==> config.mk <==
export PLATFORM = sky130hd
export DESIGN_NAME = quote_scheduler
export DESIGN_NICKNAME = d
export VERILOG_FILES = /design/src/rtl/quote_scheduler.sv
export SDC_FILE = /design/constraint.sdc
export NUM_CORES = 1
export LEC_CHECK = 0
export CAP_MARGIN = 20
export CORE_ASPECT_RATIO = 1.5
export CORE_UTILIZATION = 50
export CTS_CLUSTER_DIAMETER = 40
export DETAILED_ROUTE_END_ITERATION = 12
export PLACE_DENSITY = 0.72
export SLEW_MARGIN = 15
export SYNTH_ARGS = -nofsm -noshare
export SYNTH_HDL_FRONTEND = slang
export SYNTH_SLANG_ARGS = --single-unit
==> constraint.sdc <==
create_clock -name clk -period 16.5 [get_ports clk]
set_input_delay 1.65 -clock clk [delete_from_list [all_inputs] [get_ports clk]]
set_output_delay 1.65 -clock clk [all_outputs]
set_load 0.01 [all_outputs]
==> src/rtl/quote_scheduler.sv <==
// Quote scheduler: round-robin intake of three exchange feeds into a price table,
// dispatch of complete (dirty) stocks to an external arbitrage engine, order handshake.
module quote_scheduler #(
    parameter int unsigned ENG_LATENCY = 1
) (
    input  logic        clk,
    input  logic        reset,
    input  logic        fa_valid,
    input  logic        fb_valid,
    input  logic        fc_valid,
    output logic        fa_ready,
    output logic        fb_ready,
    output logic        fc_ready,
    input  logic [1:0]  fa_stock,
    input  logic [1:0]  fb_stock,
    input  logic [1:0]  fc_stock,
    input  logic [15:0] fa_price,
    input  logic [15:0] fb_price,
    input  logic [15:0] fc_price,
    output logic [1:0]  eng_stock_id,
    output logic [15:0] eng_price_a,
    output logic [15:0] eng_price_b,
    output logic [15:0] eng_price_c,
    input  logic [1:0]  eng_action_a,
    input  logic [1:0]  eng_action_b,
    input  logic [1:0]  eng_action_c,
    output logic        ord_valid,
    input  logic        ord_ready,
    output logic [1:0]  ord_stock,
    output logic [1:0]  ord_action_a,
    output logic [1:0]  ord_action_b,
    output logic [1:0]  ord_action_c,
    output logic [15:0] ord_count
);

    typedef enum logic [2:0] {IDLE, ISSUE, WAIT, CAPTURE, OUTPUT} state_t;

    state_t state, state_next;

    logic [3:0][2:0][15:0] price_tbl;
    logic [3:0][2:0]       have_tbl;
    logic [3:0]            dirty;
    logic [1:0]            feed_ptr;
    logic [1:0]            stock_ptr;
    logic [2:0]            wait_cnt;

    logic [2:0]  grant;
    logic [1:0]  grant_idx;
    logic        accept;
    logic [1:0]  acc_stock;
    logic [15:0] acc_price;
    logic [2:0]  have_after;
    logic [3:0]  set_mask;
    logic [3:0]  clr_mask;

    logic        sel_found;
    logic [1:0]  sel_stock;
    logic        load_eng;
    logic        capture;
    logic        handshake;
    logic        all_hold;
    logic        wait_done;

    // Round-robin grant starting at feed_ptr; suppressed while reset is held.
    always_comb begin
        grant = '0;
        case (feed_ptr)
            2'd1:    grant = fb_valid ? 3'b010 : fc_valid ? 3'b100 : fa_valid ? 3'b001 : 3'b000;
            2'd2:    grant = fc_valid ? 3'b100 : fa_valid ? 3'b001 : fb_valid ? 3'b010 : 3'b000;
            default: grant = fa_valid ? 3'b001 : fb_valid ? 3'b010 : fc_valid ? 3'b100 : 3'b000;
        endcase
        if (reset) begin
            grant = '0;
        end
    end

    assign fa_ready  = grant[0];
    assign fb_ready  = grant[1];
    assign fc_ready  = grant[2];
    assign accept    = |grant;
    assign grant_idx = grant[2] ? 2'd2 : grant[1] ? 2'd1 : 2'd0;

    always_comb begin
        acc_stock = fa_stock;
        acc_price = fa_price;
        case (grant_idx)
            2'd1: begin
                acc_stock = fb_stock;
                acc_price = fb_price;
            end
            2'd2: begin
                acc_stock = fc_stock;
                acc_price = fc_price;
            end
            default: ;
        endcase
    end

    assign have_after = have_tbl[acc_stock] | (3'b001 << grant_idx);
    assign set_mask   = (accept && (&have_after)) ? (4'b0001 << acc_stock) : '0;

    always_ff @(posedge clk or posedge reset) begin
        if (reset) begin
            price_tbl <= '0;
            have_tbl  <= '0;
            feed_ptr  <= '0;
        end else if (accept) begin
            price_tbl[acc_stock][grant_idx] <= acc_price;
            have_tbl[acc_stock][grant_idx]  <= 1'b1;
            feed_ptr                        <= (grant_idx == 2'd2) ? 2'd0 : grant_idx + 2'd1;
        end
    end

    // Lowest dirty stock at or after stock_ptr, wrapping through the 2-bit index.
    always_comb begin
        sel_found = 1'b0;
        sel_stock = stock_ptr;
        for (int unsigned i = 0; i < 4; i++) begin
            if (!sel_found && dirty[stock_ptr + 2'(i)]) begin
                sel_found = 1'b1;
                sel_stock = stock_ptr + 2'(i);
            end
        end
    end

    assign all_hold  = (eng_action_a == 2'b00) && (eng_action_b == 2'b00) && (eng_action_c == 2'b00);
    assign wait_done = (wait_cnt == 3'(ENG_LATENCY - 1));

    always_comb begin
        state_next = state;
        clr_mask   = '0;
        load_eng   = 1'b0;
        capture    = 1'b0;
        handshake  = 1'b0;
        case (state)
            IDLE: begin
                if (sel_found) begin
                    clr_mask   = 4'b0001 << sel_stock;
                    load_eng   = 1'b1;
                    state_next = ISSUE;
                end
            end
            ISSUE: state_next = WAIT;
            WAIT: begin
                if (wait_done) begin
                    state_next = CAPTURE;
                end
            end
            CAPTURE: begin
                capture    = 1'b1;
                state_next = all_hold ? IDLE : OUTPUT;
            end
            OUTPUT: begin
                if (ord_ready) begin
                    handshake  = 1'b1;
                    state_next = IDLE;
                end
            end
            default: state_next = IDLE;
        endcase
    end

    assign ord_valid = (state == OUTPUT);

    always_ff @(posedge clk or posedge reset) begin
        if (reset) begin
            state    <= IDLE;
            wait_cnt <= '0;
        end else begin
            state <= state_next;
            if (state == ISSUE) begin
                wait_cnt <= '0;
            end else if (state == WAIT) begin
                wait_cnt <= wait_cnt + 3'd1;
            end
        end
    end

    // A fresh quote's set wins over the IDLE selection's clear.
    always_ff @(posedge clk or posedge reset) begin
        if (reset) begin
            dirty <= '0;
        end else begin
            dirty <= (dirty & ~clr_mask) | set_mask;
        end
    end

    always_ff @(posedge clk or posedge reset) begin
        if (reset) begin
            eng_stock_id <= '0;
            eng_price_a  <= '0;
            eng_price_b  <= '0;
            eng_price_c  <= '0;
        end else if (load_eng) begin
            eng_stock_id <= sel_stock;
            eng_price_a  <= price_tbl[sel_stock][0];
            eng_price_b  <= price_tbl[sel_stock][1];
            eng_price_c  <= price_tbl[sel_stock][2];
        end
    end

    always_ff @(posedge clk or posedge reset) begin
        if (reset) begin
            ord_stock    <= '0;
            ord_action_a <= '0;
            ord_action_b <= '0;
            ord_action_c <= '0;
            ord_count    <= '0;
            stock_ptr    <= '0;
        end else begin
            if (capture) begin
                ord_stock    <= eng_stock_id;
                ord_action_a <= eng_action_a;
                ord_action_b <= eng_action_b;
                ord_action_c <= eng_action_c;
            end
            if ((capture && all_hold) || handshake) begin
                stock_ptr <= eng_stock_id + 2'd1;
            end
            if (handshake && (ord_count != 16'hFFFF)) begin
                ord_count <= ord_count + 16'd1;
            end
        end
    end

endmodule

; ---- Word level (Yosys, flattened, before mapping)
; Index checks and enable logic that the tools add are counted.
[word_totals]
reg_bits = 292
inputBits = 66
output_inout_bits = 78
[op_classes]
n_lt_le_gt_ge = 9
shifts = 3
n_reduce_logical = 23
n_bitwise = 5
muxes = 59
n_eq_ne = 12
n_addsub = 7
[ops]
columns = op, count
row1 = $bwmux 192, 1
row2 = $bmux 48 s2, 1
row3 = $demux 48 s2, 1
row4 = $mux 48, 2
row5 = $mux 3, 15
row6 = $demux 16 s2, 1
row7 = $pmux 16 s2, 1
row8 = $lt 2x3->1 const B, 7
row9 = $add 16x1->16 const B, 1
row10 = $mux 1, 16
row11 = $mux 16, 1
row12 = $ne 16x16->1 const B, 1
row13 = $pmux 3 s5, 1
row14 = $mux 2, 7
row15 = $mux 4, 3
row16 = $or 12x12->12, 1
row17 = $logic_and 1x1->1, 10
row18 = $bmux 1 s2, 4
row19 = $shl 1x2->4 const A, 2
row20 = $add 2x1->2 const B, 3
row21 = $bmux 3 s2, 1
row22 = $demux 3 s2, 1
row23 = $eq 3x2->1 const B, 2
row24 = $logic_not 2->1, 3
row25 = 23 further kinds, 32

; ---- Depth between registers and ports, before layout
; Gate-level depths: netlist (run 1).
[logic_depth]
ltp_word = 18
depth_mapped = 12

; ---- Worst setup path after synthesis (run 1)
; Ideal clock, no wire load.
[synth_timing]
kind = input to output
from = input reset
to = output fb_ready
required_time_ns = 14.850
slack_ns = 5.507
t_arrival_ns = 9.343
stages = 4
n_path_buf = 1
path_cell_list = inv_1 > o311ai_4 > inv_1 > clkbuf_1
[synth_via]
elab_chain_cells = 1
[synth_rtl]
columns = item, line
row1 = start: declaration, 7  ; input logic reset,
row2 = $mux 3, 72  ; if (reset) begin
row3 = end: declaration, 12  ; output logic fb_ready,
; Every way passes these cells.

; ---- Final worst setup path (run 1)
; Ends and elaborated chain as after synthesis.

==> summary.md, run 1 <==
| Metric | Value |
|---|---|
| Clock Latency Late Sink | 540 ps |
| RR Endpoint | price_tbl[22]$_DFFE_PP0P_ |
| GR Overflow Total | 0 |
| # IOs | ~140 |
| Number of synthesized flops with an enable pin | 0 |
| Setup violations, final | 0 |
| Remaining DRCs | 0 |
| Post-CTS Setup Bufs | 0 |
| Largest net degree at the start of global routing | between 80 and 90 |
| Post-synth top area cell | dfrtp_1 |
| MaxCap Viol Count | 0 |
| Vias per cell | roughly 5.5 |
| Hpwl dp | 18.5 mm |
| Status | complete, no violations |
| Setup TNS | 0 ps |
| Fmax | 164 MHz |
| Slew headroom | 0.282 |
| Row count | 71 |
| Most Crowded Layer GR | met2 |
| Top-area cell type share of the netlist area | 0.570 |
| Mapped Cells | 1,120 |
| RSZ-0062 raised after global routing | false |
| GP Congestion | 0.830 |
| Final min period | 6090 ps |
| Yosys warns | 0 |
| Synth unique cells | 58 |
| Hold WC Path Type | reg -> reg |
| Main area contributors after synthesis | dfrtp_1, mux4_2, o21ai_0, nand2_1, mux2_2 |
| Layout area overhead | 20.8% |
| Async SR Flop Fraction | 1.00 |
| VDD IR max | 118 uV |
| Worst setup EP type | output pin |
| Worst Hold Depth | 1 |
| Synth cell count leaders | dfrtp_1, nand2_1, o21ai_0, inv_1, clkbuf_1 |
| Vias in the first global route | 8,983 |
| Nets@finish | 1,309 |
| R2r worst-path depth | 11 |
| Most used DFF post-synth | dfrtp_1 |
| Startpoint type of the worst setup path | input port |
| Die ar. | 26,300 sq um |
| Crit-path max FO | 88 |
| Mapped Area | ~13,000 sq um |
| Starting Density | 0.510 |
| Grt met1 use | 0.283 |
| CTS max path bufs | 3 |
| Register area share after synthesis | 0.570 |
| Port Buffers | ~140 |
| CTS buffer count | 28 |
| Crit path arrival time | around 4400 ps |
| Final period util | 0.369 |
| First-pass GRT wire length | 46.5 mm |
| Antenna viol nets, final | 0 |
| CTS root buffer | clkbuf_16 |
| Drt wl/cell | 17.8 um |
| CTS tree | built |
| Finished Layout Cells | 1,588 |
| Pwr Total | 3.18 mW |
| CP Class | in -> out |
| Fillers | 2,026 |
| Final clock skew | about 13 ps |
| Crit path required time | 14,850 ps |
| Net Count, Synth | 1,191 |
| WHS Endpoint | have_tbl[6]$_DFFE_PP0P_ |
| P per Cell Area | 205 nW/um^2 |
| Cts repair resizes | 0 |
| Die Width | 133 um |
| TritonRoute pass-1 iters | 5 |
| Worst r2r src | feed_ptr[0]$_DFFE_PP0P_ |
| TritonCTS Sinks | 292 |
| # H-tree levels | 1 |
| Syn_area_per_cell | 11.4 sq um |
| Clk slew on worst S/H paths | about 70 ps |
| Fraction of layout cells with a size suffix above 1 | 0.152 |
| DR vias | 8,718 |
| Reg2Reg Setup Slack | 12,820 ps |
| Initial antenna violation count | 0 |
| Core area | 25,100 sq um |
| Register bit total from synthesis | 292 |
| DRT Wirelength | 28.3 mm |
| Least-Margin Pin Slew | 1080 ps |
| Placed insts | 1,535 |
| Final Hold Fails | 0 |
| Leak | 6.87 nW |
| Hold_sp | have_tbl[6]$_DFFE_PP0P_ |
| Final Max Tran Viols | 0 |
| Initial DRC Count | 509 |
| Die height | approximately 200 um |
| GRT met2 Usage | 0.406 |
| Ant. Diodes | 0 |
| Most common cell in the netlist | dfrtp_1 |
| Total GRT Usage | 0.223 |
| Met3 global-route usage | 0.0253 |
| Hold buffer count at CTS | 0 |
cells by family after synthesis:
family	Yosys count	synth area share
mux	161	0.179
flops	292	0.570
simple gates	282	0.0949
fa+ha+maj	5	0.00488
compound gates	225	0.0980
xor+xnor	15	0.0102
buf+inv	140	0.0436
metal layers:
| layer | vias to the layer above | wire length, um |
|---|---|---|
| li1 | 4091 | - |
| met1 | 4403 | 11900 |
| met2 | 179 | 14800 |
| met3 | 45 | 1110 |
| met4 | 0 | 515 |
| met5 | - | 0 |
layout make-up:
type                    instances  area, sq um  share of cell area
inverters                      65          251              0.0162
multi-input cells             688         4980               0.321
clock buffers                  37          786              0.0507
flip-flops and latches        292         7310               0.472
repair buffers                163         1580               0.102
clock inverters                15          176              0.0114
well taps                     328          410              0.0265
metrics by stage:
step,hold WS (ps),worst slack [ps],area (sq um),utilization
global route,488,10180,15500,0.616
floorplan,426,5510,12800,-
detailed placement,446,10340,14500,0.578
global placement,448,10380,14500,0.578
finish,471,10410,15500,0.616
CTS,470,10330,15500,0.616
cells in the final DEF (no fill, tap or decap), drive strengths merged, types with 4 or more instances in the layout:
cell type / count
dfrtp: 292
nand2: 199
o21ai: 153
clkdlybuf4s50: 143
inv: 66
mux2: 59
mux2i: 54
mux4: 48
a21oi: 45
clkbuf: 37
nor2: 22
buf: 20
nand2b: 11
nand3: 9
nand4: 9
xnor2: 9
clkinv: 9
xor2: 6
or2: 6
nor3: 5
o22a: 5
ha: 5
nor2b: 4
nor4: 4
sequential cells by signal, indices dropped and copies added (netlist names), 3 cells and up:
register,cells
dirty,4
price_tbl,192
eng_price_b,16
ord_count,16
eng_price_c,16
eng_price_a,16
state,3
wait_cnt,3
have_tbl,12
report_power, final:
part / total, mW / switching [mW] / leakage (nW) / internal, mW
registers: 1.22 / 0.182 / 3.61 / 1.04
clock network: 0.662 / 0.277 / 0.470 / 0.385
logic: 1.30 / 0.619 / 2.80 / 0.676
worst max path at each step:
stage,from,endpoint,slack (ps)
after CTS,reset,fb_ready,10330
after global routing,reset,fb_ready,10180
final,reset,fb_ready,10410
after floorplan,reset,fb_ready,5510
after detailed placement,reset,fb_ready,10340
after global placement,reset,fb_ready,10380
critical path: stages:
cell and delay [ps]:
clkdlybuf4s50_1 510, inv_8 450, o311ai_4 180, buf_4 280, inv_1 630, clkdlybuf4s50_1 680
(Power assumes the default switching activity.)
==> run 2, diff against run 1 <==
--- a/config.mk
+++ b/config.mk
@@ -10,7 +10,7 @@
 export CORE_UTILIZATION = 50
 export CTS_CLUSTER_DIAMETER = 40
 export DETAILED_ROUTE_END_ITERATION = 12
-export PLACE_DENSITY = 0.72
+export PLACE_DENSITY = 0.75
 export SLEW_MARGIN = 15
 export SYNTH_ARGS = -nofsm -noshare
 export SYNTH_HDL_FRONTEND = slang
==> constraint.sdc (replaced) <==
create_clock -name clk -period 5.5 [get_ports clk]
set_input_delay 0.55 -clock clk [delete_from_list [all_inputs] [get_ports clk]]
set_output_delay 0.55 -clock clk [all_outputs]
set_load 0.01 [all_outputs]
==> summary.md, run 2 (synthesized netlist as in run 1, its figures left out) <==
| Metric | Value |
|---|---|
| Setup violations, final | 0 |
| DRT Wirelength | between 20 and 30 mm |
| Cell Chain, Critical Path | inv_1 -> ha_1 -> nor2b_2 -> o311ai_4 -> inv_1 -> clkdlybuf4s50_1 |
| Final clock skew | between 10 and 15 ps |
| Number of cells on the critical path | 6 |
| Clock Latency Late Sink | between 500 and 600 ps |
| Starting Density | 0.510 |
| Fraction of layout cells with a size suffix above 1 | 0.163 |
| Fmax | between 200 and 250 MHz |
| CP bufs+invs | 3 |
| Placed insts | 1,536 |
| Least-Margin Pin Slew | 1170 ps |
| GP Congestion | 0.847 |
| Largest net degree at the start of global routing | between 150 and 200 |
| Crit path required time | 4950 ps |
| First-pass GRT wire length | 48.0 mm |
| Most frequent CP cell | inv_1 |
| Antenna viol nets, final | 0 |
| Final Max Tran Viols | 0 |
| Max reg flops | approximately 190 |
| Nets@finish | 1,317 |
| Initial DRC Count | between 500 and 600 |
| P per Cell Area | a little over 600 nW/um^2 |
| Row count | 71 |
| RSZ-0062 raised after global routing | false |
| Drt wl/cell | 18.4 um |
| R2r worst-path depth | 9 |
| Hold buffer count at CTS | 0 |
| Die ar. | 26,300 sq um |
| Status | complete, no violations |
| Slew headroom | 0.217 |
| Crit path max-delay cell type | o311ai_4 |
| Crit-path max FO | 20 |
| Port Buffers | around 140 |
| CTS buffer count | 28 |
| Die Width | about 130 um |
| Remaining DRCs | 0 |
| Fillers | 1,975 |
| Top Family by Delay on Critical Path | buffers and inverters |
| Leak | slightly below 7 nW |
| Finished Layout Cells | ~1.6k |
| TritonRoute pass-1 iters | 5 |
| Hold WC Path Type | reg -> reg |
| Post-CTS Setup Bufs | 0 |
| Hpwl dp | 19.2 mm |
| CP Class | reg -> out |
| TritonCTS Sinks | 292 |
| Worst Hold Depth | 1 |
| Die height | 198 um |
| Initial antenna violation count | 0 |
| Most frequent cells in the layout | dfrtp_1, nand2_1, clkdlybuf4s50_1, o21ai_1, o21ai_0 |
| Final Hold Fails | 0 |
| Crit path arrival time | 3510 ps |
| VDD IR max | 342 uV |
| CTS root buffer | clkbuf_16 |
| Ant. Diodes | 0 |
| Final min period | slightly above 4000 ps |
| Slowest stage delay, CP | approximately 770 ps |
| CTS tree | built |
| Cts repair resizes | 0 |
| Total GRT Usage | 0.233 |
| GR Overflow Total | 0 |
| Clk slew on worst S/H paths | around 70 ps |
| CTS max path bufs | 3 |
| Vias in the first global route | 9,239 |
| Startpoint type of the worst setup path | register |
| Area of the multi-input gates | 5020 sq um |
| FF+latch area | 7310 sq um |
| Vias per cell | 5.57 |
| DR vias | approximately 9k |
| Final period util | 0.739 |
| # H-tree levels | 1 |
| # IOs | about 140 |
| Core area | 25,100 sq um |
| Most flops, register | price_tbl |
| Pwr Total | 9.70 mW |
| Most common cell after layout, fill and taps aside | dfrtp_1 |
| Worst setup EP type | output pin |
| Layout area overhead | 21.6% |
| MaxCap Viol Count | 0 |
-- run 2: cell count changes in the layout (fill, tap and decap cells not counted), moves of 2 or more --
cell | previous run | this run
buf_12 | 0 | 3
buf_4 | 20 | 22
clkbuf_1 | 5 | 1
clkbuf_4 | 0 | 2
clkinv_2 | 5 | 9
clkinv_4 | 3 | 0
nand3_1 | 9 | 6
nand3_2 | 0 | 3
o21ai_0 | 150 | 68
o21ai_1 | 2 | 84
-- run 2: layer usage --
layer / global-route usage / vias to the layer above / wire [um]
met5: 0 / - / 0
met4: 0.0911 / 0 / 913
met3: 0.0230 / 53 / 977
met2: 0.426 / 215 / 15600
met1: 0.281 / 4503 / 11800
li1: - / 4104 / -
-- run 2: worst register-to-register path, stage by stage (launching register included) --
cell and delay (ps):
dfrtp_1 370, inv_1 50, ha_1 330, nor2b_2 190
o311ai_4 770, inv_1 620, nand2_1 210, a21oi_1 80
a21oi_1 910, o21ai_0 240
-- run 2: where the power goes --
| group | total, mW | switching, mW | internal [mW] |
|---|---|---|---|
| Sequential | 3.69 | 0.569 | 3.12 |
| Combinational | 4.07 | 1.94 | 2.12 |
| Clock | 1.95 | 0.832 | 1.12 |
| Total | 9.70 | 3.35 | 6.36 |
-- run 2: worst paths after layout --
| path | startpoint | to | slack [ps] |
|---|---|---|---|
| min in group asynchronous | reset | have_tbl[8]$_DFFE_PP0P_ | 740 |
| worst max-delay path | feed_ptr[0]$_DFFE_PP0P_ | fb_ready | 1440 |
| worst min-delay path | have_tbl[2]$_DFFE_PP0P_ | have_tbl[2]$_DFFE_PP0P_ | 470 |
| max in group asynchronous | reset | eng_price_a[12]$_DFFE_PP0P_ | 3380 |
| worst max register to register | feed_ptr[0]$_DFFE_PP0P_ | price_tbl[66]$_DFFE_PP0P_ | 1560 |
| worst min register to register | have_tbl[2]$_DFFE_PP0P_ | have_tbl[2]$_DFFE_PP0P_ | 470 |
-- run 2: cell type report --
type | count | share of cell area
inverters | 65 | 0.0159
clock inverters | 16 | 0.00979
well taps | 328 | 0.0263
multi-input cells | 688 | 0.322
clock buffers | 34 | 0.0503
repair buffers | 171 | 0.107
flip-flops and latches | 292 | 0.468
-- run 2: stage by stage --
stage / hold slack [ps] / setup WS, ps / cell area [sq um] / utilization / TNS [ps]
after CTS: 472 / 1450 / 15500 / 0.617 / 0
after detailed placement: 452 / 1340 / 14600 / 0.580 / 0
after global placement: 448 / 1430 / 14600 / 0.580 / 0
after floorplan: 426 / -1330 / 13000 / - / -224500
final: 471 / 1440 / 15600 / 0.620 / 0
after global routing: 490 / 1240 / 15600 / 0.620 / 0
